<file path="config.mk">
export PLATFORM = sky130hd
export DESIGN_NAME = dmem_scan
export DESIGN_NICKNAME = d
export VERILOG_FILES = /design/src/rtl/dmem_scan_pkg.sv /design/src/rtl/dmem_scan_cmp.sv /design/src/rtl/dmem_scan.sv
export SDC_FILE = /design/constraint.sdc
export NUM_CORES = 1
export LEC_CHECK = 0
export CAP_MARGIN = 5
export CORE_MARGIN = 3
export CORE_UTILIZATION = 50
export CTS_BUF_LIST = sky130_fd_sc_hd__clkbuf_4
export DETAILED_ROUTE_END_ITERATION = 6
export PLACE_DENSITY = 0.81
export REMOVE_ABC_BUFFERS = 1
export SYNTH_ARGS = -nofsm -noshare
export SYNTH_HDL_FRONTEND = slang
export SYNTH_SLANG_ARGS = --single-unit
</file>
<file path="constraint.sdc">
create_clock -name clk -period 4.76 [get_ports clk]
set_clock_uncertainty 0.05 [all_clocks]
set_input_delay 0.952 -clock clk [delete_from_list [all_inputs] [get_ports clk]]
set_output_delay 0.952 -clock clk [all_outputs]
set_load 0.005 [all_outputs]
</file>
<file path="src/rtl/dmem_scan_pkg.sv">
// dmem_scan_pkg: state encoding and bus constants shared by the dmem_scan engine
package dmem_scan_pkg;
  typedef enum logic [1:0] {IDLE, READ, WRITE, DONE} state_t;
  localparam logic [31:0] WORD_BYTES = 32'd4;
  localparam logic [3:0] DWE_NONE = 4'h0;
  localparam logic [3:0] DWE_ALL = 4'hF;
endpackage

</file>
<file path="src/rtl/dmem_scan_cmp.sv">
// dmem_scan_cmp: masked word compare, hit when every masked bit of data equals pattern
module dmem_scan_cmp (
  input  logic [31:0] i_data,
  input  logic [31:0] i_pattern,
  input  logic [31:0] i_mask,
  output logic        o_hit
);
  assign o_hit = ((i_data ^ i_pattern) & i_mask) == 32'h0;
endmodule

</file>
<file path="src/rtl/dmem_scan.sv">
// dmem_scan: dmem bus initiator that scans a word region and logs masked-match addresses.
// Define DMEM_SCAN_FIRST_ONLY_EN to finish after the first logged match.
module dmem_scan
  import dmem_scan_pkg::*;
#(
  parameter int MAX_MATCHES = 64,
  parameter int CNT_W       = 16
) (
  input  logic             clk,
  input  logic             reset,
  input  logic             start,
  input  logic             abort,
  input  logic [31:0]      base_addr,
  input  logic [CNT_W-1:0] word_count,
  input  logic [31:0]      pattern,
  input  logic [31:0]      mask,
  input  logic [31:0]      result_addr,
  output logic [31:0]      daddr,
  output logic [31:0]      dwdata,
  output logic [3:0]       dwe,
  input  logic [31:0]      drdata,
  output logic             busy,
  output logic             done,
  output logic [CNT_W-1:0] match_count,
  output logic             overflow
);
  localparam int WC_W = $clog2(MAX_MATCHES + 1);

  state_t           r_state, w_next;
  logic [31:0]      r_cur_addr, r_pattern, r_mask, r_res_ptr, r_hit_addr;
  logic [CNT_W-1:0] r_remaining, r_match_count;
  logic [WC_W-1:0]  r_written;
  logic             r_overflow;
  logic             w_hit, w_can_write, w_go;
  logic [CNT_W-1:0] w_rem_dec;

  dmem_scan_cmp u_cmp (
    .i_data   (drdata),
    .i_pattern(r_pattern),
    .i_mask   (r_mask),
    .o_hit    (w_hit)
  );

  assign w_go        = start && !abort;
  assign w_rem_dec   = r_remaining - CNT_W'(1);
  assign w_can_write = r_written < WC_W'(MAX_MATCHES);

  always_ff @(posedge clk or negedge reset) begin
    if (!reset) r_state <= IDLE;
    else        r_state <= w_next;
  end

  always_comb begin
    w_next = r_state;
    case (r_state)
      IDLE:  w_next = !w_go ? IDLE : (word_count == '0) ? DONE : READ;
      READ:  w_next = abort ? IDLE : (w_hit && w_can_write) ? WRITE : (w_rem_dec == '0) ? DONE : READ;
`ifdef DMEM_SCAN_FIRST_ONLY_EN
      WRITE: w_next = abort ? IDLE : DONE;
`else
      WRITE: w_next = abort ? IDLE : (r_remaining == '0) ? DONE : READ;
`endif
      DONE:  w_next = IDLE;
      default: w_next = IDLE;
    endcase
  end

  // an abort edge freezes the counters so the reported totals match the last committed step
  always_ff @(posedge clk or negedge reset) begin
    if (!reset) begin
      r_cur_addr    <= '0;
      r_pattern     <= '0;
      r_mask        <= '0;
      r_res_ptr     <= '0;
      r_hit_addr    <= '0;
      r_remaining   <= '0;
      r_match_count <= '0;
      r_written     <= '0;
      r_overflow    <= 1'b0;
    end else begin
      case (r_state)
        IDLE: if (w_go) begin
          r_cur_addr    <= base_addr & ~32'd3;
          r_res_ptr     <= result_addr & ~32'd3;
          r_pattern     <= pattern;
          r_mask        <= mask;
          r_remaining   <= word_count;
          r_match_count <= '0;
          r_written     <= '0;
          r_overflow    <= 1'b0;
        end
        READ: if (!abort) begin
          r_remaining <= w_rem_dec;
          r_cur_addr  <= r_cur_addr + WORD_BYTES;
          if (w_hit) begin
            if (r_match_count != '1) r_match_count <= r_match_count + CNT_W'(1);
            if (w_can_write) r_hit_addr <= r_cur_addr;
            else             r_overflow <= 1'b1;
          end
        end
        WRITE: begin
          r_res_ptr <= r_res_ptr + WORD_BYTES;
          r_written <= r_written + WC_W'(1);
        end
        default: ;
      endcase
    end
  end

  assign daddr       = (r_state == READ) ? r_cur_addr : (r_state == WRITE) ? r_res_ptr : 32'h0;
  assign dwdata      = (r_state == WRITE) ? r_hit_addr : 32'h0;
  assign dwe         = (r_state == WRITE) ? DWE_ALL : DWE_NONE;
  assign busy        = r_state != IDLE;
  assign done        = r_state == DONE;
  assign match_count = r_match_count;
  assign overflow    = r_overflow;
endmodule

</file>
==> impl_summary.md <==
STA
The hold violation total from the final report is 0. The worst path needs 4.01 ns of the cycle, external delays included. The final clock period utilization by the worst path is 84.2%. The actual transition at the worst max-transition pin is 0.811 ns. The achievable frequency is 250 MHz. The number of max-slew violations in the final report came to 0. Setup total negative slack on the finished layout was measured at 0 ns. In this run the tightest slew margin relative to its limit is 45.9%.

The number of setup violations in the final report is 0. Setup repair after global routing left no endpoint under its margin. The post-route worst setup slack is 0.753 ns.

Final layout
The synthesis-to-finish area growth is 28.7%. The most common cell after layout, fill and taps aside is sky130_fd_sc_hd__nand2_1. For this run, the post-layout net count is 1601. The utilization of the core after routing is 66.2%. Of the cells placed in the final design, the portion with a size suffix greater than 1 is 6.16%. Leaving out fill and tap cells, the most frequent cells in the layout are sky130_fd_sc_hd__nand2_1 (283), sky130_fd_sc_hd__clkdlybuf4s50_1 (257), sky130_fd_sc_hd__dfrtp_1 (196), sky130_fd_sc_hd__a21oi_1 (83).

Logic synthesis
After synthesis, the netlist uses 60 different library cells. The synthesized-area fraction occupied by xor and xnor cells is 2.99%. The compound-gate portion of the synthesized area is 17.7%. In this run the biggest area consumer among cell types represents 46.5% of the synthesized area. The mean cell area of the mapped netlist is 8.75 um2. The dominant cell type by area after synthesis is sky130_fd_sc_hd__dfrtp_1. The summed instance area of the synthesized netlist is 10500 um2.

The post-synthesis adder-cell area fraction is 0.712%. In this run, synthesis inferred 0 flip-flops with an integrated enable. Of the synthesized area, sequential elements account for 46.5%. The simple logic cell fraction of the synthesized area is 23.7%. After synthesis, the largest family of logic cells by area is simple AND/OR/NAND/NOR gates.

In the synthesized netlist the dominant register cell turns out to be sky130_fd_sc_hd__dfrtp_1. Synthesis inferred 196 register bits. Synthesis produced a netlist whose cell count is 1204. The fraction of synthesis flops using an asynchronous set or reset pin is 100%.

After synthesis, the share of cell area in mux cells is 4.33%. In the post-synthesis netlist, the biggest area contributors are sky130_fd_sc_hd__dfrtp_1 (47%), sky130_fd_sc_hd__nand2_1 (10%), sky130_fd_sc_hd__mux2_4 (4.1%), sky130_fd_sc_hd__a21oi_1 (3.9%), sky130_fd_sc_hd__o21ai_0 (3.1%). For this run, the number of Yosys warnings is 0.

Clock network
The number of gates given a new drive strength after cts is 0. The TritonCTS clock tree is built. Clock-pin slew was measured on the worst setup and hold paths at 0.16 ns. The H-tree was split into 4 levels.

CTS saw 196 sinks. The number of post-CTS setup repair buffers is 0. The number of buffers between clock root and the deepest sink is 2. The clock insertion delay at the later pin of the skew report is 0.58 ns. After clock tree synthesis, the flow added hold-fix buffers numbering 0. The root cell of the clock tree is sky130_fd_sc_hd__clkbuf_4. The clock buffer count from CTS is 17.

Pwr
The share of total power in sequential cells is 54.2%. The peak supply drop is 0.166 mV. The internal power of the cells totals 2650 uW. Total power for the finished layout comes to 3930 uW. The leakage power total is 0.00591 uW.

For this design the total switching power over the nets is 1280 uW. The fraction of power consumed by the clock network is 23.8%. Net switching is 32.6% of the power. In this run, the combinational gates consume 22.0% of the power. In this run the power density over the cells is 290 nW/um2.

Drt
The detail route stage leaves a number of antenna-violating nets equal to 0. The routed via count is 9791. The wire length per cell is 18.4 um. The first TritonRoute pass finished after 5 iterations. The number of remaining DRC errors is 0. The total routed wirelength is 31.2 mm.

For this block, the initial DRC count from the detailed router was 733. In the routed layout, each cell is associated on average with a via count of 5.76.

Floorplan
From bottom edge to top edge, the die measures 151 um. Measured along the x axis, the die boundary spans 151 um. The number of rows created at floorplan is 52.

The die covers 22900 um2. The initial cell density of the core is 51.4%. The region available for standard cell placement spans 20500 um2. 267 I/O pins were placed.

Worst setup path
The critical-path cell with the highest stage delay is sky130_fd_sc_hd__inv_2. The number of buffers and inverters on the critical path is 3. Walking the worst path, the cells encountered are nand2b_1, inv_2, buf_4, a22o_1, clkdlybuf4s50_1. The worst setup path category is register to primary output. STA puts the critical path data required time at 3.76 ns. Grouping stages by cell kind, the critical path spends the most delay in buffers and inverters.

STA classifies the critical path startpoint as a register. STA classifies the critical path endpoint as a primary output. Along the worst path, the maximum fanout reaches 46. The signal arrival time at the worst endpoint is 3.00 ns. For this run, the slowest stage of the critical path takes 0.58 ns.

Placement
The final RePlAce weighted congestion is 0.836. Detailed placement finished with a half-perimeter wire length of 21.3 mm. During placement, the flow inserted port buffers numbering 258. The setup slack at placement is 0.740 ns.

GRT
The first global-routing pass estimated 48.2 mm of wire. The number of global-route vias before repair is 9436. The maximum number of pins on one net before global-route repair is 101. Global routing finished with a remaining overflow of 0. The overall fraction of global-route tracks in use is 26.6%.

The number of antenna violations at the first check in global routing is 2.

Status
The run finished with clean final reports.

Min path
The worst hold path belongs to the class input pin to async pin.

Run
Across the run, the number of max-cap violations was 0.
power by group through the flow:
| stage | Combinational (uW) | Sequential, uW | Clock [uW] |
|---|---|---|---|
| finish | 863 | 2130 | 936 |
| global route | 962 | 2160 | 1010 |
| CTS | 868 | 2120 | 957 |
| detailed placement | 861 | 2150 | 0 |
| global placement | 836 | 2140 | 0 |
| floorplan | 504 | 2090 | 0 |
synthesized netlist by cell type (17+ instances only):
| cell type | number |
|---|---|
| sky130_fd_sc_hd__o21ai_0 | 65 |
| sky130_fd_sc_hd__xor2_1 | 35 |
| sky130_fd_sc_hd__nand2_1 | 283 |
| sky130_fd_sc_hd__clkbuf_1 | 55 |
| sky130_fd_sc_hd__and3_1 | 21 |
| sky130_fd_sc_hd__mux2_4 | 29 |
| sky130_fd_sc_hd__nand4_1 | 17 |
| sky130_fd_sc_hd__a22oi_1 | 17 |
| sky130_fd_sc_hd__nor2_1 | 65 |
| sky130_fd_sc_hd__nor3_1 | 18 |
| sky130_fd_sc_hd__dfrtp_1 | 196 |
| sky130_fd_sc_hd__nand3_1 | 42 |
| sky130_fd_sc_hd__inv_1 | 18 |
| sky130_fd_sc_hd__and2_1 | 33 |
| sky130_fd_sc_hd__o22ai_1 | 22 |
| sky130_fd_sc_hd__a21oi_1 | 83 |
worst register-to-register path, stage by stage (launching register included):
cell and delay [ns]:
sky130_fd_sc_hd__dfrtp_1 0.43, sky130_fd_sc_hd__xor2_1 0.17, sky130_fd_sc_hd__a22oi_1 0.22, sky130_fd_sc_hd__nand4_1 0.20, sky130_fd_sc_hd__or4_1 0.64, sky130_fd_sc_hd__or4_4 0.83, sky130_fd_sc_hd__mux2_4 0.42
layer usage:
| metal | global-route usage [%] | routed length, um |
|---|---|---|
| met5 | 0 | 13 |
| met1 | 34.9 | 13300 |
| met4 | 7.03 | 316 |
| met3 | 6.34 | 2570 |
| met2 | 44.4 | 15000 |
metrics by stage:
step / cells / cell area [um2] / hold slack [ns]
6_report: 1700 / 13600 / 0.395
3_3_place_gp: 1666 / 13300 / 0.409
4_1_cts: 1698 / 13600 / 0.376
2_1_floorplan: 1126 / 10200 / 0.396
3_5_place_dp: 1666 / 13300 / 0.413
5_1_grt: 1699 / 13600 / 0.390
state kept, by name, summed over array words and instances, names as in the netlist:
signal,cells
r_pattern,32
r_hit_addr,30
match_count,16
r_remaining,16
r_state,2
r_written,7
overflow,1
r_mask,32
r_res_ptr,30
r_cur_addr,30
cell type report:
cell class,count,area (um2)
multi-input combinational,912,5250
timing repair buffer,270,2710
sequential,196,4900
clock buffer,18,135
tap,270,338
inverter,18,67.6
fill,1730,6930
antenna,2,5.00
clock inverter,14,153
cells by family (layout without fill, tap and decap cells):
family,count (synthesis),in the layout
AND/OR/NAND/NOR,542,542
AO/OA/AOI/OAI,293,293
flip-flops,196,196
buffers and inverters,99,320
XOR/XNOR,36,36
multiplexers,31,31
adder cells (fa/ha/maj),6,6
other,1,6
worst paths after layout:
check / start / to / slack (ns) / depth (start not counted)
hold / removal: reset / r_pattern[15] / 0.40 / 1
min in group clk: r_mask[13] / r_mask[13] / 0.44 / 2
max in group asynchronous: reset / r_written[3] / 3.31 / 2
hold reg to reg: r_mask[13] / r_mask[13] / 0.44 / 2
setup / recovery: r_state[0] / daddr[8] / 0.75 / 5
setup reg to reg: r_pattern[15] / r_hit_addr[13] / 1.71 / 6
(Power assumes the default switching activity.)
==> patch 1: new RTL, same settings <==
Set the parameter `MAX_MATCHES` to 32 (it was 64).
--- a/src/rtl/dmem_scan.sv
+++ b/src/rtl/dmem_scan.sv
@@ -3,7 +3,7 @@
 module dmem_scan
   import dmem_scan_pkg::*;
 #(
-  parameter int MAX_MATCHES = 64,
+  parameter int MAX_MATCHES = 32,
   parameter int CNT_W       = 16
 ) (
   input  logic             clk,
Check against the original RTL: same outputs for any inputs over 4 cycles, from zero or initial values and one cycle with reset low; that may be too few to reach the edited logic, so the function may still have changed.
==> patch 1 against the unedited design <==
Cell area is 1.9% lower; sequential cell count is 1 lower; synthesized area is 2.6% lower; largest cell class unchanged; sequential share of layout area is 0.53 points higher; power is 3.5% higher; synthesized cell count is 2.7% lower; first-iteration DRC count is 21% higher; largest power group unchanged; worst setup slack worse by 48 ps; routed wire length is 5.5% lower; highest routed layer is now met4.
==> patch 1: results (changes against the unedited design) <==
outcome:
  status: "finished, final reports clean"
synthesis:
  synthDistinctLibCells: 62  # +3.3%
  synth_seq_area_share_pct: 47.6  # +1.0 points
  yosys-top-cells-count: "nand2_1 (282), dfrtp_1 (195), nor2_1 (85), a21oi_1 (61), o21ai_0 (57)"
  yosys-top-cells-area: "dfrtp_1 (48%), nand2_1 (10%), xor2_1 (3.2%), nor2_1 (3.1%), a21oi_1 (3.0%)"
grt:
  grt_pass1_vias: 8768  # -7.1%
  track_usage_pct: 25.8  # -0.78 points
  grt_pass1_wl_um: 46100  # -4.4%
  grt_start_max_net_pins: 113  # +12%
power:
  clock_power_mw: 0.879  # -6.1%
  p_int_mw: 2.66  # +0.32%
  ir_worst_vdd_mv: 0.163  # -1.5%
timing:
  relSlewSlack_pct: 37.1  # -8.8 points
finish:
  final_layout_size_suffix_gt1_share_pct: 6.56  # +0.40 points
  fillers: 1617  # -6.5%
  nets: 1575  # -1.6%
worst_setup_path:
  rr_worst_depth: 10  # +4
  rrSetupSlack_ps: 1730  # +20 ps
  r2r-end: "r_res_ptr[31]$_DFFE_PN0P_"
  arrival_ps: 3050  # +50 ps
  rr_startpoint: "r_state[0]$_DFF_PN0_"
  crit_path_top_delay_cell: "clkdlybuf4s50_1"
place:
  place_hpwl_um: 21000  # -1.5%
  pre_cts_ws_ps: 1040  # +302 ps
routing:
  viasPerCell: 5.75  # -0.21%
  dr_wl_met2_um: 14200  # -5.4%
  wl_met3_um: 2130  # -17%
  drtIter0Drc: 890  # +21%
  highest_layer: "met4"
cts:
  clock_latency_ps: 600  # +20 ps
-- patch 1: cell count changes in the layout (fill, tap and decap cells not counted), sizes merged, moves of 6 or more --
cell,delta
and3,-6
a22o,+6
a311oi,+6
or4,-6
a21oi,-22
nor2,+20
o31ai,-11
nand4,+12
or3,-6
o21ai,-8
nand3,-12
a31oi,-6
-- patch 1: stage by stage --
| stage | setup TNS (ps) | cell area [um^2] | cells | power, mW | hold slack (ps) |
|---|---|---|---|---|---|
| 2_1_floorplan | -140810 | 9920 | 1096 | 2.74 | 392 |
| 3_3_place_gp | 0 | 13000 | 1635 | 3.16 | 402 |
| 3_5_place_dp | 0 | 13000 | 1635 | 3.21 | 415 |
| 4_1_cts | 0 | 13300 | 1667 | 4.08 | 409 |
| 5_1_grt | 0 | 13300 | 1669 | 4.30 | 433 |
| 6_report | 0 | 13300 | 1670 | 4.07 | 372 |
-- patch 1: layout make-up --
type	count	share of cell area, %
diodes	3	0.0565
clock buffers	18	1.02
clock inverters	14	1.07
inverters	14	0.395
multi-input cells	887	37.7
flip-flops and latches	195	36.7
well taps	265	2.49
repair buffers	274	20.5
-- patch 1: kinds of logic after synthesis --
group                    after synthesis  share of synthesized area [%]
AND/OR/NAND/NOR                      552                           24.6
other                                  1                         0.0366
XOR/XNOR                              41                           3.50
flip-flops                           195                           47.6
buffers and inverters                 92                           3.93
adder cells (fa/ha/maj)                6                          0.732
multiplexers                          29                           3.16
AO/OA/AOI/OAI                        255                           16.5
-- patch 1: metal layers --
layer / vias up / GRT usage (%)
li1: 4582 / -
met1: 4566 / 36.2
met2: 401 / 41.0
met3: 49 / 4.31
met4: 0 / 8.97
met5: - / 0
==> patch 2: new RTL, same flow settings <==
Made on the original files. Make the reset (`reset`) synchronous in 2 clocked blocks.
--- a/src/rtl/dmem_scan.sv
+++ b/src/rtl/dmem_scan.sv
@@ -45,7 +45,7 @@
   assign w_rem_dec   = r_remaining - CNT_W'(1);
   assign w_can_write = r_written < WC_W'(MAX_MATCHES);
 
-  always_ff @(posedge clk or negedge reset) begin
+  always_ff @(posedge clk) begin
     if (!reset) r_state <= IDLE;
     else        r_state <= w_next;
   end
@@ -66,7 +66,7 @@
   end
 
   // an abort edge freezes the counters so the reported totals match the last committed step
-  always_ff @(posedge clk or negedge reset) begin
+  always_ff @(posedge clk) begin
     if (!reset) begin
       r_cur_addr    <= '0;
       r_pattern     <= '0;
Behaviour: differs if reset is asserted again (counterexample within 4 cycles, from zero or initial values and one cycle with reset low); with reset held inactive, the same outputs for 4 cycles.
==> patch 2 against the unedited design <==
Die area shrank 1.8%; first-iteration DRC count grew 16%; cell area down 2.3%; clock power down 6.1%; synthesized area decreased by 1.9%; routed wire length increased by 0.91%; sequential power is 15% lower; register-to-register slack improved by 420 ps; sequential cell count is the same; via count is 9.6% higher; power down 17%; non-clock buffer count rose by 5; worst setup slack better by 94 ps.
==> patch 2: results (changes against the unedited design) <==
grt:
  track_usage_pct: 27.2  # +0.61 points
  grt_pass1_wl_um: 49800  # +3.4%
  grt_pass1_vias: 9909  # +5.0%
  grt_start_max_net_pins: 96  # -5.0%
routing:
  vias: 10700  # +9.6%
  drtIter0Drc: 850  # +16%
  wl_per_cell_um: 17.3  # -5.7%
  dr.pass1.iters: 7  # +2
worst_setup_path:
  rrSetupSlack_ps: 2130  # +420 ps
  arrival_ps: 2910  # -90 ps
  crit_end: "daddr[25]"
  rr_startpoint: "r_state[1]$_SDFF_PN0_"
  rr_worst_depth: 6  # unchanged
  r2r-end: "match_count[1]$_SDFFE_PN0P_"
  crit_fanout: 37  # -20%
synthesis:
  yosys-top-cells-area: "dfxtp_1 (38%), nand2_1 (9.5%), a21oi_1 (7.3%), nor2_1 (3.4%), mux2i_1 (3.4%)"
  async_reset_ff_share_pct: 0  # -100 points
  synthDistinctLibCells: 69  # +15%
  synthFlopType: "dfxtp_1"
  synth_fa_ha_area_share_pct: 0.726  # +0.014 points
  yosys-top-cells-count: "nand2_1 (262), dfxtp_1 (196), a21oi_1 (151), nor2_1 (95), clkbuf_1 (90)"
  synth_mux_area_share_pct: 3.50  # -0.84 points
  synth_xor_area_share_pct: 3.39  # +0.40 points
  synth_compound_area_share_pct: 23.2  # +5.5 points
  synth_seq_area_share_pct: 37.9  # -8.6 points
place:
  place_hpwl_um: 21900  # +2.7%
  gp_congestion: 0.911  # +9.0%
power:
  p_leak_nw: 4.62  # -22%
  ir_worst_vdd_mv: 0.195  # +18%
hold_path:
  hp-class: "flop to flop"
finish:
  top_regs: "r_mask x32, r_pattern x32"
  fillers: 1707  # -1.3%
  final_layout_size_suffix_gt1_share_pct: 4.64  # -1.5 points
  nets: 1726  # +7.8%
cts:
  numCtsBuffers: 17  # unchanged
  cts_hold_buf: 0  # unchanged
outcome:
  status: "finished, final reports clean"
timing:
  relSlewSlack_pct: 29.9  # -16 points
## patch 2: cell types whose count changed after synthesis, sizes merged, moves of 11 or more
cell / delta
nand2: -21
a22o: +13
nand4: +11
mux2: -29
dfrtp: -196
clkbuf: +37
mux2i: +34
nor2: +30
a21oi: +68
dfxtp: +196
## patch 2: cell type report
type / count / area share, %
Multi-Input combinational cell: 1039 / 44.9
Sequential cell: 196 / 29.6
Timing Repair Buffer: 275 / 20.6
Tap cell: 265 / 2.50
Clock buffer: 20 / 1.13
Clock inverter: 12 / 0.907
Inverter: 11 / 0.331
Antenna cell: 2 / 0.0378
## patch 2: metrics by stage
stage | worst slack (ps) | instance area [um^2] | cells
2_1_floorplan | -2350 | 9860 | 1246
3_3_place_gp | 1190 | 13000 | 1786
3_5_place_dp | 1170 | 13000 | 1786
4_1_cts | 828 | 13200 | 1818
5_1_grt | 654 | 13200 | 1819
6_report | 847 | 13200 | 1820
## patch 2: critical path, cell delays in order (launching register included)
cell and delay (ps):
dfxtp_1 580, nand2b_1 150, inv_2 510, buf_4 370
a22o_1 210, clkdlybuf4s50_1 510
## patch 2: worst min-delay path by stage
stage	start	end	slack (ps)	cells past startpoint
global placement	r_hit_addr[31]$_SDFFE_PN0P_	r_hit_addr[31]$_SDFFE_PN0P_	390	2
finish	r_hit_addr[24]$_SDFFE_PN0P_	r_hit_addr[24]$_SDFFE_PN0P_	410	2
floorplan	r_hit_addr[10]$_SDFFE_PN0P_	r_hit_addr[10]$_SDFFE_PN0P_	380	2
detailed placement	r_hit_addr[5]$_SDFFE_PN0P_	r_hit_addr[5]$_SDFFE_PN0P_	400	2
global route	r_hit_addr[24]$_SDFFE_PN0P_	r_hit_addr[24]$_SDFFE_PN0P_	430	2
CTS	r_hit_addr[6]$_SDFFE_PN0P_	r_hit_addr[6]$_SDFFE_PN0P_	420	2
## patch 2: cells by family after synthesis
| group | after synthesis |
|---|---|
| AO/OA/AOI/OAI | 381 |
| XOR/XNOR | 40 |
| adder cells (fa/ha/maj) | 6 |
| buffers and inverters | 126 |
| flip-flops | 196 |
| multiplexers | 36 |
| other | 1 |
| AND/OR/NAND/NOR | 572 |
## patch 2: routing by layer
layer | up-vias | global-route usage, % | part of all wire (%)
met5 | - | 0 | 0
met4 | 0 | 9.97 | 2.8
met2 | 452 | 43.8 | 46
li1 | 5227 | - | -
met1 | 4991 | 35.5 | 42
met3 | 57 | 6.72 | 9.5
## patch 2: where the power goes
part           internal [mW]  switching (mW)  total, mW
logic                  0.276           0.298      0.574
registers               1.71          0.0838       1.80
clock network          0.287           0.592      0.879
total                   2.28           0.973       3.25
